==> src/rtl/cmsdk_fpga_sram_spi_preload_pkg.sv <==
// Shared types and constants for the SPI flash to SRAM boot preloader.
// Holds the READ opcode, header width, FSM encoding and the byte packer.
package cmsdk_fpga_sram_spi_preload_pkg;

  localparam logic [7:0] SPI_READ_OPCODE = 8'h03;
  localparam int         HDR_W           = 32;

  typedef enum logic [1:0] {
    IDLE,
    CMD,
    DATA,
    FINISH
  } state_t;

  // The first flash byte arrives MSB-first in rx[31:24]
  // and must land in lane 0 of the SRAM word.
  function automatic logic [31:0] pack_le(input logic [31:0] rx);
    return {rx[7:0], rx[15:8], rx[23:16], rx[31:24]};
  endfunction

endpackage

==> src/rtl/cmsdk_fpga_sram_spi_shift.sv <==
// SPI mode-0 clock divider and 32-bit shift register.
// Ports: clk/rst, run (SCK enable), load/load_data (header preset),
//   tx_en (drive header on MOSI), miso in; sck, mosi, sck_rise/sck_fall
//   strobes (the CLK edge that moves SCK), bit_cnt (rises mod 32),
//   rx_word (register contents including the bit sampled this edge).
module cmsdk_fpga_sram_spi_shift
  import cmsdk_fpga_sram_spi_preload_pkg::*;
#(
  parameter int CLKDIV = 4
) (
  input  logic             clk,
  input  logic             rst,
  input  logic             run,
  input  logic             load,
  input  logic [HDR_W-1:0] load_data,
  input  logic             tx_en,
  input  logic             miso,
  output logic             sck,
  output logic             mosi,
  output logic             sck_rise,
  output logic             sck_fall,
  output logic [4:0]       bit_cnt,
  output logic [HDR_W-1:0] rx_word
);

  localparam int DW = $clog2(CLKDIV) + 1;
  localparam logic [DW-1:0] DIV_LAST = DW'(CLKDIV - 1);

  logic [DW-1:0]    div_q, div_d;
  logic             sck_q, sck_d;
  logic             mosi_q, mosi_d;
  logic [HDR_W-1:0] sr_q, sr_d;
  logic [4:0]       cnt_q, cnt_d;
  logic             tick;

  assign tick     = run && (div_q == DIV_LAST);
  assign sck_rise = tick && !sck_q;
  assign sck_fall = tick && sck_q;
  assign rx_word  = {sr_q[HDR_W-2:0], miso};

  always_comb begin
    div_d  = div_q;
    sck_d  = sck_q;
    mosi_d = mosi_q;
    sr_d   = sr_q;
    cnt_d  = cnt_q;
    if (load) begin
      div_d  = '0;
      sck_d  = 1'b0;
      sr_d   = load_data;
      mosi_d = load_data[HDR_W-1];
      cnt_d  = '0;
    end else if (!run) begin
      div_d  = '0;
      sck_d  = 1'b0;
      mosi_d = 1'b0;
    end else begin
      div_d = tick ? '0 : div_q + DW'(1);
      if (tick) sck_d = !sck_q;
      if (sck_rise) begin
        sr_d  = rx_word;
        cnt_d = cnt_q + 5'd1;
      end
      // sr_q[31] already holds the next header bit after the
      // preceding rise, so MOSI only moves while SCK falls.
      if (sck_fall) mosi_d = tx_en ? sr_q[HDR_W-1] : 1'b0;
    end
  end

  always_ff @(posedge clk or posedge rst) begin
    if (rst) begin
      div_q  <= '0;
      sck_q  <= 1'b0;
      mosi_q <= 1'b0;
      sr_q   <= '0;
      cnt_q  <= '0;
    end else begin
      div_q  <= div_d;
      sck_q  <= sck_d;
      mosi_q <= mosi_d;
      sr_q   <= sr_d;
      cnt_q  <= cnt_d;
    end
  end

  assign sck     = sck_q;
  assign mosi    = mosi_q;
  assign bit_cnt = cnt_q;

endmodule

==> src/rtl/cmsdk_fpga_sram_spi_preload.sv <==
// Boot preloader: READs 2**AW words from SPI flash into SRAM, then
// releases CPU_HOLD. Ports: CLK/RESET/START; SPI_SCK/CSN/MOSI/MISO;
// SRAM_ADDR/WDATA/WREN/CS write port; BUSY, DONE (sticky), CPU_HOLD.
// Define SRAM_PRELOAD_CHECKSUM_EN to add the CHECKSUM[31:0] output.
module cmsdk_fpga_sram_spi_preload
  import cmsdk_fpga_sram_spi_preload_pkg::*;
#(
  parameter int          AW         = 16,
  parameter int          CLKDIV     = 4,
  parameter logic [23:0] FLASH_BASE = 24'h000000
) (
  input  logic          CLK,
  input  logic          RESET,
  input  logic          START,
  output logic          SPI_SCK,
  output logic          SPI_CSN,
  output logic          SPI_MOSI,
  input  logic          SPI_MISO,
  output logic [AW-1:0] SRAM_ADDR,
  output logic [31:0]   SRAM_WDATA,
  output logic [3:0]    SRAM_WREN,
  output logic          SRAM_CS,
  output logic          BUSY,
  output logic          DONE,
  output logic          CPU_HOLD
`ifdef SRAM_PRELOAD_CHECKSUM_EN
  ,
  output logic [31:0]   CHECKSUM
`endif
);

  localparam logic [HDR_W-1:0] HEADER = {SPI_READ_OPCODE, FLASH_BASE};

  state_t        state_q, state_d;
  logic [AW-1:0] wcnt_q, wcnt_d;
  logic [AW-1:0] addr_q, addr_d;
  logic [31:0]   wdata_q, wdata_d;
  logic          cs_q, cs_d;
  logic          last_q, last_d;
  logic          done_q, done_d;

  logic          run, load, tx_en;
  logic          sck_rise, sck_fall;
  logic [4:0]    bit_cnt;
  logic [31:0]   rx_word;
  logic          word_done, wr_fire;

  assign run       = (state_q == CMD) || (state_q == DATA);
  assign load      = (state_q == IDLE) && START;
  assign tx_en     = (state_q == CMD);
  assign word_done = sck_rise && (bit_cnt == 5'd31);
  assign wr_fire   = (state_q == DATA) && word_done && !last_q;

  cmsdk_fpga_sram_spi_shift #(
    .CLKDIV(CLKDIV)
  ) u_shift (
    .clk      (CLK),
    .rst      (RESET),
    .run      (run),
    .load     (load),
    .load_data(HEADER),
    .tx_en    (tx_en),
    .miso     (SPI_MISO),
    .sck      (SPI_SCK),
    .mosi     (SPI_MOSI),
    .sck_rise (sck_rise),
    .sck_fall (sck_fall),
    .bit_cnt  (bit_cnt),
    .rx_word  (rx_word)
  );

  always_comb begin
    state_d = state_q;
    wcnt_d  = wcnt_q;
    addr_d  = addr_q;
    wdata_d = wdata_q;
    cs_d    = 1'b0;
    last_d  = last_q;
    done_d  = done_q;
    unique case (state_q)
      IDLE: begin
        if (START) begin
          state_d = CMD;
          wcnt_d  = '0;
          last_d  = 1'b0;
          done_d  = 1'b0;
        end
      end
      CMD: begin
        if (word_done) state_d = DATA;
      end
      DATA: begin
        if (wr_fire) begin
          cs_d    = 1'b1;
          addr_d  = wcnt_q;
          wdata_d = pack_le(rx_word);
          if (wcnt_q == {AW{1'b1}}) last_d = 1'b1;
          else wcnt_d = wcnt_q + 1'b1;
        end
        // Let the final SCK high phase complete so the last
        // bit still sees a full clock on the pin.
        if (last_q && sck_fall) begin
          state_d = FINISH;
          done_d  = 1'b1;
        end
      end
      FINISH: begin
        state_d = IDLE;
      end
      default: state_d = IDLE;
    endcase
  end

  always_ff @(posedge CLK or posedge RESET) begin
    if (RESET) begin
      state_q <= IDLE;
      wcnt_q  <= '0;
      addr_q  <= '0;
      wdata_q <= '0;
      cs_q    <= 1'b0;
      last_q  <= 1'b0;
      done_q  <= 1'b0;
    end else begin
      state_q <= state_d;
      wcnt_q  <= wcnt_d;
      addr_q  <= addr_d;
      wdata_q <= wdata_d;
      cs_q    <= cs_d;
      last_q  <= last_d;
      done_q  <= done_d;
    end
  end

  assign SPI_CSN    = !run;
  assign BUSY       = run;
  assign DONE       = done_q;
  assign CPU_HOLD   = !done_q;
  assign SRAM_CS    = cs_q;
  assign SRAM_WREN  = {4{cs_q}};
  assign SRAM_ADDR  = addr_q;
  assign SRAM_WDATA = wdata_q;

`ifdef SRAM_PRELOAD_CHECKSUM_EN
  logic [31:0] csum_q, csum_d;

  always_comb begin
    csum_d = csum_q;
    if (load) csum_d = '0;
    else if (wr_fire) csum_d = csum_q + pack_le(rx_word);
  end

  always_ff @(posedge CLK or posedge RESET) begin
    if (RESET) csum_q <= '0;
    else csum_q <= csum_d;
  end

  assign CHECKSUM = csum_q;
`endif

endmodule

==> config.mk <==
export PLATFORM = sky130hd
export DESIGN_NAME = cmsdk_fpga_sram_spi_preload
export DESIGN_NICKNAME = d
export VERILOG_FILES = /design/src/rtl/cmsdk_fpga_sram_spi_preload_pkg.sv /design/src/rtl/cmsdk_fpga_sram_spi_shift.sv /design/src/rtl/cmsdk_fpga_sram_spi_preload.sv
export SDC_FILE = /design/constraint.sdc
export NUM_CORES = 1
export LEC_CHECK = 0
export BUFFER_PORTS_ARGS = -buffer_cell sky130_fd_sc_hd__buf_2
export CAP_MARGIN = 15
export CELL_PAD_IN_SITES_DETAIL_PLACEMENT = 1
export CELL_PAD_IN_SITES_GLOBAL_PLACEMENT = 2
export CORE_MARGIN = 1
export CORE_UTILIZATION = 38
export DETAILED_ROUTE_END_ITERATION = 7
export PLACE_DENSITY_LB_ADDON = 0.12
export SLEW_MARGIN = 20
export SYNTH_ARGS = -nofsm -noshare
export SYNTH_HDL_FRONTEND = slang
export SYNTH_SLANG_ARGS = --single-unit
==> constraint.sdc <==
create_clock -name CLK -period 4.7 [get_ports CLK]
set_input_delay 0.47 -clock CLK [delete_from_list [all_inputs] [get_ports CLK]]
set_output_delay 0.47 -clock CLK [all_outputs]
set_load 0.01 [all_outputs]
==> results.yml, run 1 <==
clocking:
  clkLatencyLatePin_ps: 350
  root_buffer: "clkbuf_16"
  clk_pin_slew_worst_paths_ps: 70
  cts_made_buffers: 9
  cts_tree: "done"
  hold_buffers: 0
  cts.path.max_buffers: 2
  clkSinkCount: 111
  cts_resized: 0
  post_cts_buffers: 0
  htreeDepth: 3
critical_path:
  crit_path_cell_trace: "ha_1, and3_1, ha_1, nand2b_1, nor2_1, nand2_2, buf_4, mux2_2"
  crit_required_ps: 4930
  path_depth: 8
  crit_buf_inv: 1
  crit_type: "flop to flop"
  slowest_stage: "nand2_2"
  slowest_delay_ps: 550
  critPathMaxFanout: 29
  cpLargestDelayFamily: "simple AND/OR/NAND/NOR gates"
  end_kind: "flop"
  arrival_ps: 3170
  critPathLaunchType: "flop"
  reg2reg_depth: 8
  critical_path.most_common_cell: "ha_1"
yosys:
  yosysTopAreaCell: "dfrtp_1"
  synth-edff-count: 0
  netlist_area_um2: 4860
  yosysSeqAreaShare_pct: 57.2
  synth_cell_types: 49
  ys.flop_type: "dfrtp_1"
  synth_warnings: 0
  synth-async-reset-ratio_pct: 100
  synth_nets: 453
  syn_inst: 442
  synth.avg_cell_area_um2: 11.0
  synth.area.top_cells: "dfrtp_1 57%, mux2_2 11%, nand2_1 6.8%"
  yosys_register_bits: 111
  synth_top_area_share_pct: 57.2
floorplan:
  die_h_um: 115
  start_util_pct: 39.8
  fp-row-count: 40
  core_um2: 12200
  io_pins: 63
  dieArea_um2: 13200
  die_w_um: 115
timing:
  tightest_slew_ps: 779
  hold_violations: 0
  setup_violations: 0
  max_freq_ghz: 0.340
  relSlewSlack_pct: 46.6
  setup_tns_ps: 0
  layout_worst_path_cycle_share_pct: 62.6
  finalClockSkew_ps: 9.60
  rsz0062_at_grt: "no"
  report.final.slew_viol_count: 0
  min_period_ps: 2940
finish:
  finalNetCount: 504
  syn2layout_area_growth_pct: 16.6
  finish.instance_area_um2: 5660
  diodes: 0
  layout-drive-gt1-share_pct: 28.1
  n_fill_cell: 1365
grt:
  grt_overflow: 0
  antenna_found_initial: 0
  first_global_vias: 3528
  grt_busiest_layer: "met2"
  met3_usage_pct: 2.58
  grt_max_degree: 79
  use_met1_pct: 23.9
  met2_usage_pct: 28.9
  grt_pass1_wl_mm: 18.2
  track_usage_pct: 17.7
placement:
  gp_congestion: 0.738
  dpl.hpwl_mm: 6.91
  io_buffers: 62
  placed_cell_area_um2: 5310
routing:
  drt-initial-drc-count: 110
  drtPass1Iterations: 4
  vias: 3450
  wl_mm: 10.6
  drc: 0
  avgRoutedWirePerCell_um: 16.0
  ant_nets: 0
  via_per_inst: 5.18
run:
  drv_cap: 0
power:
  powerDensity_nw_per_um2: 431
  p_leak_nw: 2.83
  ir_drop_v: 0.000168
run_status:
  status: "finished clean"
hold_path:
  hold_class: "input port to asynchronous set/reset pin"
==> where the power goes <==
group	switching, W	internal (W)
sequential	0.0000530	0.00101
combinational	0.000329	0.000167
clock	0.000348	0.000536
total	0.000730	0.00171
==> placed cells by master, fill, tap and decap left out, types with 4 or more instances in the layout <==
master	instances
a21oi_1	41
and2_1	4
and3_1	5
buf_2	62
buf_4	5
clkbuf_16	9
dfrtp_1	111
ha_1	7
inv_1	7
mux2_2	48
mux2i_1	6
nand2_1	87
nand3_1	8
nor2_1	15
nor3_1	5
nor4_1	7
o211ai_1	4
o21ai_0	10
o31ai_1	5
==> stage by stage <==
| stage | hold WS, ps | utilization [%] | setup WS, ps | power [W] | std cells |
|---|---|---|---|---|---|
| 2_1_floorplan | 419 | - | 1300 | 0.00143 | 442 |
| 3_3_place_gp | 436 | 43.5 | 1820 | 0.00158 | 650 |
| 3_5_place_dp | 438 | 43.5 | 1730 | 0.00159 | 650 |
| 4_1_cts | 351 | 46.3 | 1700 | 0.00248 | 666 |
| 5_1_grt | 323 | 46.4 | 1480 | 0.00258 | 666 |
| 6_report | 242 | 46.4 | 1760 | 0.00244 | 666 |
==> synthesized netlist by cell type, types with 5 or more instances <==
library cell    n
dfrtp_1       111
nand2_1        88
mux2_2         48
a21oi_1        41
clkbuf_1       19
nor2_1         15
o21ai_0        10
inv_1           8
nand3_1         8
ha_1            7
nor4_1          7
mux2i_1         6
and3_1          5
nor3_1          5
o31ai_1         5
==> registers in the layout (all words and copies together) (netlist names), 2 cells and up <==
name	cells
SRAM_WDATA	32
u_shift.sr_q	32
SRAM_ADDR	16
wcnt_q	16
u_shift.bit_cnt	5
u_shift.div_q	3
state_q	2
==> layer usage <==
layer / vias up / wire (um)
met1: 1755 / 5050
met3: 12 / 254
li1: 1639 / -
met4: 0 / 172
met5: - / 0
met2: 44 / 5180
==> final cells by class <==
cell class | instances | area [um^2] | share of cell area [%]
clock buffers | 11 | 243 | 4.29
clock inverters | 5 | 105 | 1.86
inverters | 8 | 35.0 | 0.619
multi-input cells | 296 | 1940 | 34.3
flip-flops and latches | 111 | 2780 | 49.1
well taps | 168 | 210 | 3.71
repair buffers | 67 | 348 | 6.14
==> worst paths after layout <==
check	from	end	slack, ps
max	u_shift.bit_cnt[0]	SRAM_WDATA[1]	1760
min	RESET	SRAM_ADDR[7]	240
max reg2reg	u_shift.bit_cnt[0]	SRAM_WDATA[1]	1760
min reg2reg	u_shift.div_q[0]	u_shift.div_q[0]	450
max in group asynchronous	RESET	SRAM_WDATA[8]	3510
min in group CLK	SPI_MISO	u_shift.sr_q[0]	360
==> worst register-to-register path, cell delays in order (launching register included) <==
cell and delay [ps]:
dfrtp_1 390, ha_1 190, and3_1 170, ha_1 160, nand2b_1 140, nor2_1 470
nand2_2 550, buf_4 440, mux2_2 320
==> cell families (layout without fill, tap and decap cells) <==
kind of cell | Yosys count | in the layout | synth area share (%)
muxes | 54 | 54 | 12.4
DFF | 111 | 111 | 57.2
buffers and inverters | 35 | 91 | 3.25
adders and majority gates | 7 | 7 | 1.80
AOI/OAI and AO/OA | 79 | 79 | 10.1
and+or+nand+nor | 151 | 151 | 14.4
xor gates and xnor gates | 5 | 5 | 0.902
Note: power is estimated with default switching activity, not from simulation.
==> run 2, diff against run 1 <==
--- a/config.mk
+++ b/config.mk
@@ -5,12 +5,13 @@
 export SDC_FILE = /design/constraint.sdc
 export NUM_CORES = 1
 export LEC_CHECK = 0
+export ABC_AREA = 1
 export BUFFER_PORTS_ARGS = -buffer_cell sky130_fd_sc_hd__buf_2
 export CAP_MARGIN = 15
 export CELL_PAD_IN_SITES_DETAIL_PLACEMENT = 1
 export CELL_PAD_IN_SITES_GLOBAL_PLACEMENT = 2
 export CORE_MARGIN = 1
-export CORE_UTILIZATION = 38
+export CORE_UTILIZATION = 35
 export DETAILED_ROUTE_END_ITERATION = 7
 export PLACE_DENSITY_LB_ADDON = 0.12
 export SLEW_MARGIN = 20
==> constraint.sdc (replaced) <==
create_clock -name CLK -period 2.95 [get_ports CLK]
set_input_delay 0.295 -clock CLK [delete_from_list [all_inputs] [get_ports CLK]]
set_output_delay 0.295 -clock CLK [all_outputs]
set_load 0.01 [all_outputs]
==> run 2 against run 1 <==
Setup slack lost 930 ps. Sequential power increased by 55%. Register-to-register slack got worse by 930 ps. Utilization is 4.4 points lower. Area after synthesis is 0.59% lower. Clock power is 43% higher. Final cell count up 17%. Die area up 7.8%. Fmax up 38%. Combinational power increased by 74%.
==> results.yml, run 2 <==
run_status:
  status: "finished clean"
timing:
  report.final.slew_viol_count: 0
  setup_violations: 0
  layout_worst_path_cycle_share_pct: 72.1
  relSlewSlack_pct: 54.1
  hold_violations: 0
  hold_slack_ps: 37.5
  max_freq_ghz: 0.470
  rsz0062_at_grt: "no"
  tightest_slew_ps: 687
  finalClockSkew_ps: 6.31
  setup_tns_ps: 0
  min_period_ps: 2130
grt:
  first_global_vias: 3830
  track_usage_pct: 18.0
  grt_max_degree: 91
  grt_pass1_wl_mm: 20.1
  grt_overflow: 0
  antenna_found_initial: 0
power:
  p_leak_nw: 2.77
  powerDensity_nw_per_um2: 673
  ir_drop_v: 0.000277
routing:
  ant_nets: 0
  vias: 3700
  drt-initial-drc-count: 295
  drtPass1Iterations: 4
  wl_mm: 11.8
  via_per_inst: 4.76
  avgRoutedWirePerCell_um: 15.2
  drc: 0
placement:
  dpl.hpwl_mm: 8.21
  gp_congestion: 0.815
  io_buffers: 62
  placed_cell_area_um2: 5290
critical_path:
  critPathLaunchType: "flop"
  crit_type: "flop to flop"
  end_kind: "flop"
  crit_required_ps: 3240
  critPathMaxFanout: 17
  arrival_ps: 2420
  r2r_setup_slack_ps: 820
  reg2reg_depth: 10
yosys:
  synth.avg_cell_area_um2: 8.94
  netlist_area_um2: 4830
  synth_warnings: 0
  yosys_register_bits: 111
  yosys.cell_count.top_type: "nand2_1"
  synth_cell_types: 34
  synth_common_cells: "137 x nand2_1, 111 x dfrtp_1, 59 x inv_1"
  synth.area.top_cells: "dfrtp_1 58%, nand2_1 11%, o21ai_0 5.6%"
  synth-async-reset-ratio_pct: 100
  synth_top_area_share_pct: 57.5
  synth_nets: 551
  synth-edff-count: 0
  syn_inst: 540
  yosysSeqAreaShare_pct: 57.5
  yosysTopAreaCell: "dfrtp_1"
  ys.flop_type: "dfrtp_1"
clocking:
  cts_tree: "done"
  clk_pin_slew_worst_paths_ps: 70
  clkSinkCount: 111
  hold_buffers: 0
  htreeDepth: 3
  cts.path.max_buffers: 2
  root_buffer: "clkbuf_16"
  post_cts_buffers: 0
  cts_resized: 0
  clkLatencyLatePin_ps: 350
  cts_made_buffers: 9
finish:
  final_cell_mix: "137 x nand2_1, 111 x dfrtp_1, 62 x buf_2, 58 x inv_1, 54 x o21ai_0"
  layout_commonest_cell: "nand2_1"
  fin_util_pct: 41.9
  finish.instance_area_um2: 5600
  diodes: 0
  layout-drive-gt1-share_pct: 17.0
  finalNetCount: 607
  syn2layout_area_growth_pct: 16.0
floorplan:
  core_um2: 13300
  die_h_um: 119
  dieArea_um2: 14300
  fp-row-count: 42
  start_util_pct: 36.2
  io_pins: 63
  die_w_um: 119
run:
  drv_cap: 0
hold_path:
  hold_class: "input port to asynchronous set/reset pin"
[run 2: per-layer routing]
layer,global-route usage [%],wire length [um],vias to the layer above
li1,-,-,1851
met1,25.5,5960,1792
met2,27.8,5400,44
met3,2.59,236,13
met4,6.41,183,0
met5,0,0,-
[run 2: final timing paths]
check | startpoint | to
hold / removal | RESET | SRAM_WDATA[6]
hold reg to reg | u_shift.div_q[0] | u_shift.div_q[0]
min in group CLK | SPI_MISO | u_shift.sr_q[0]
max in group asynchronous | RESET | SRAM_WDATA[22]
setup reg to reg | state_q[0] | wcnt_q[6]
setup / recovery | state_q[0] | wcnt_q[6]
[run 2: final cells by class]
| class | count | area (um^2) |
|---|---|---|
| Fill cell | 1600 | 7750 |
| Sequential cell | 111 | 2780 |
| Multi-Input combinational cell | 340 | 1650 |
| Timing Repair Buffer | 70 | 395 |
| Clock buffer | 11 | 253 |
| Inverter | 64 | 245 |
| Tap cell | 176 | 220 |
| Clock inverter | 5 | 56.3 |
[run 2: metrics by stage]
stage	total power, W	setup WS (ps)	instances
floorplan	0.00231	1270	540
global placement	0.00253	924	761
detailed placement	0.00255	801	761
CTS	0.00382	789	777
global route	0.00399	537	777
finish	0.00377	822	777
[run 2: logic make-up after synthesis]
group                      share of synthesized area (%)
adders and majority gates                           1.81
and+or+nand+nor                                     20.4
xor gates and xnor gates                           0.181
buffers and inverters                               8.24
DFF                                                 57.5
AOI/OAI and AO/OA                                   11.8
[run 2: power by group]
| part | leakage (nW) | switching, W | internal [W] | total, W |
|---|---|---|---|---|
| clock | 0.152 | 0.000560 | 0.000704 | 0.00126 |
| sequential | 1.53 | 0.0000487 | 0.00159 | 0.00164 |
| combinational | 1.09 | 0.000624 | 0.000239 | 0.000863 |
| total | 2.77 | 0.00123 | 0.00254 | 0.00377 |
[run 2: critical path, stage by stage (launching register included)]
cell and delay (ps):
dfrtp_1 360, inv_1 80, ha_1 380, nand2_1 80
nor2_1 120, nand4_1 240, nand2_1 210, nand3_4 210
nand2_2 240, nand2_1 100, nand2_1 70
==> run 3, diff against run 2 <==
--- a/config.mk
+++ b/config.mk
@@ -5,13 +5,13 @@
 export SDC_FILE = /design/constraint.sdc
 export NUM_CORES = 1
 export LEC_CHECK = 0
-export ABC_AREA = 1
+export ABC_AREA = 0
 export BUFFER_PORTS_ARGS = -buffer_cell sky130_fd_sc_hd__buf_2
 export CAP_MARGIN = 15
 export CELL_PAD_IN_SITES_DETAIL_PLACEMENT = 1
 export CELL_PAD_IN_SITES_GLOBAL_PLACEMENT = 2
 export CORE_MARGIN = 1
-export CORE_UTILIZATION = 35
+export CORE_UTILIZATION = 38
 export DETAILED_ROUTE_END_ITERATION = 7
 export PLACE_DENSITY_LB_ADDON = 0.12
 export SLEW_MARGIN = 20
==> constraint.sdc (replaced) <==
create_clock -name CLK -period 2.2 [get_ports CLK]
set_input_delay 0.22 -clock CLK [delete_from_list [all_inputs] [get_ports CLK]]
set_output_delay 0.22 -clock CLK [all_outputs]
set_load 0.01 [all_outputs]
==> run 3 against run 2 <==
Cell area up 5.8%. Largest power group unchanged. Sequential share of layout area decreased by 2.7 points. Count of clock-buffer cells in the layout decreased by 1. Non-clock buffer count up 28. First-iteration DRC count decreased by 58%. Global-route usage is 0.69 points higher. Total power grew 39%. Die area fell by 7.2%. Critical path depth rose by 1. Critical endpoint is now wcnt_q[12].
==> results.yml, run 3 (same netlist as run 1, synthesis figures left out) <==
grt:
  met2_usage_pct: 32.4
  track_usage_pct: 18.7
  antenna_found_initial: 0
  grt_busiest_layer: "met2"
  grt_max_degree: 112
  grt_overflow: 0
  grt_pass1_wl_mm: 19.0
  use_met1_pct: 23.0
  first_global_vias: 3790
  met3_usage_pct: 3.16
routing:
  avgRoutedWirePerCell_um: 16.0
  drc: 0
  drtPass1Iterations: 4
  wl_mm: 11.1
  via_per_inst: 5.12
  ant_nets: 0
  vias: 3566
  drt-initial-drc-count: 123
clocking:
  clkLatencyLatePin_ps: 350
  cts_made_buffers: 9
  cts_tree: "done"
  hold_buffers: 0
  clkSinkCount: 111
  clk_pin_slew_worst_paths_ps: 80
  cts.path.max_buffers: 2
  htreeDepth: 3
  root_buffer: "clkbuf_16"
critical_path:
  crit_required_ps: 2440
  critPathMaxFanout: 7
  end_kind: "flop"
  critPathLaunch: "u_shift.bit_cnt[1]"
  crit_path_cell_trace: "ha_1, and3_1, ha_4, nand2b_4, buf_4, o21ai_0, buf_4, o311ai_4, buf_4, o21ai_0, o31ai_1"
  slowest_delay_ps: 370
  worstReg2RegStart: "u_shift.bit_cnt[1]"
  crit_type: "flop to flop"
  slowest_stage: "dfrtp_1"
  critical_path.most_common_cell: "buf_4"
  critPathLaunchType: "flop"
  arrival_ps: 2330
finish:
  layout_commonest_cell: "dfrtp_1"
  finish.instance_area_um2: 5920
  fin_util_pct: 48.5
  syn2layout_area_growth_pct: 22.0
  finalNetCount: 535
  layout-drive-gt1-share_pct: 33.1
  diodes: 0
  final_cell_mix: "111 x dfrtp_1, 87 x nand2_1, 62 x buf_2, 48 x mux2_2, 41 x a21oi_1"
floorplan:
  die_h_um: 115
  start_util_pct: 39.8
  core_um2: 12200
  io_pins: 63
  dieArea_um2: 13200
  die_w_um: 115
  fp-row-count: 40
run:
  drv_cap: 0
timing:
  max_freq_ghz: 0.478
  relSlewSlack_pct: 59.3
  layout_worst_path_cycle_share_pct: 95.2
  min_period_ps: 2090
  hold_violations: 0
  setup_violations: 0
  finalClockSkew_ps: 7.22
  tightest_slew_ps: 609
  report.final.slew_viol_count: 0
run_status:
  status: "finished clean"
power:
  ir_drop_v: 0.000387
  p_leak_nw: 2.98
  fin_total_pwr_w: 0.00525
  powerDensity_nw_per_um2: 887
placement:
  gp_congestion: 0.764
  placed_cell_area_um2: 5550
  io_buffers: 62
  dpl.hpwl_mm: 7.41
hold_path:
  hold_class: "input port to asynchronous set/reset pin"
-- run 3: changes by cell type in the layout (fill, tap and decap cells not counted), moves of 5 or more --
cell and change:
o21ai_0 -51, nand2_1 -50, mux2i_1 +6, mux2_2 +48, and3_1 +5, nor2_1 -28, o31ai_1 +5, inv_1 -51
o21ai_1 +10, a21oi_1 +33, nor4_1 +6, nand3_1 -27, buf_4 +28, o22ai_1 -29
-- run 3: per-layer routing --
| metal | vias to the layer above | wire, um |
|---|---|---|
| li1 | 1701 | - |
| met3 | 10 | 284 |
| met2 | 40 | 5620 |
| met5 | - | 0 |
| met1 | 1815 | 5040 |
| met4 | 0 | 201 |
-- run 3: worst paths after layout --
check | endpoint | slack (ps) | depth (start not counted)
max | wcnt_q[12] | 110 | 11
min | wcnt_q[6] | 30 | 3
max reg2reg | wcnt_q[12] | 110 | 11
min reg2reg | u_shift.div_q[0] | 460 | 1
max in group asynchronous | SRAM_WDATA[13] | 1730 | 3
min in group CLK | u_shift.sr_q[0] | 120 | 3
-- run 3: timing repair --
action,CTS,global route
setup buffers,0,3
cloned,0,0
pin swaps,0,4
endpoints found under the setup margin,1,20
resized for setup,1,12
-- run 3: area by class of cell --
| cell class | count | area, um^2 |
|---|---|---|
| clock buffer | 10 | 239 |
| fill | 1368 | 6290 |
| timing repair buffer | 98 | 606 |
| clock inverter | 6 | 68.8 |
| multi-input combinational | 296 | 1990 |
| sequential | 111 | 2780 |
| tap | 168 | 210 |
| inverter | 8 | 33.8 |
-- run 3: report_power, final --
part | total (W) | internal (W) | leakage [nW] | switching, W
registers | 0.00224 | 0.00216 | 1.53 | 0.0000787
logic | 0.00134 | 0.000517 | 1.30 | 0.000819
clock network | 0.00168 | 0.000921 | 0.149 | 0.000761
total | 0.00525 | 0.00360 | 2.98 | 0.00166
-- run 3: worst max-delay path, delay by kind of cell (launching register included) --
family	cells	cell delay, ps
fa+ha+maj	2	330
buf+inv	3	510
flops	1	370
compound gates	4	490
simple gates	2	290
-- run 3: stage by stage --
stage               hold WS [ps]  setup TNS [ps]  setup slack (ps)  instances
floorplan                    351               0              17.4        442
global placement             444               0              47.7        678
detailed placement           449               0              5.22        678
CTS                         65.3               0              15.9        694
global route                88.2           -2.33             -2.33        697
finish                      29.8               0               106        697
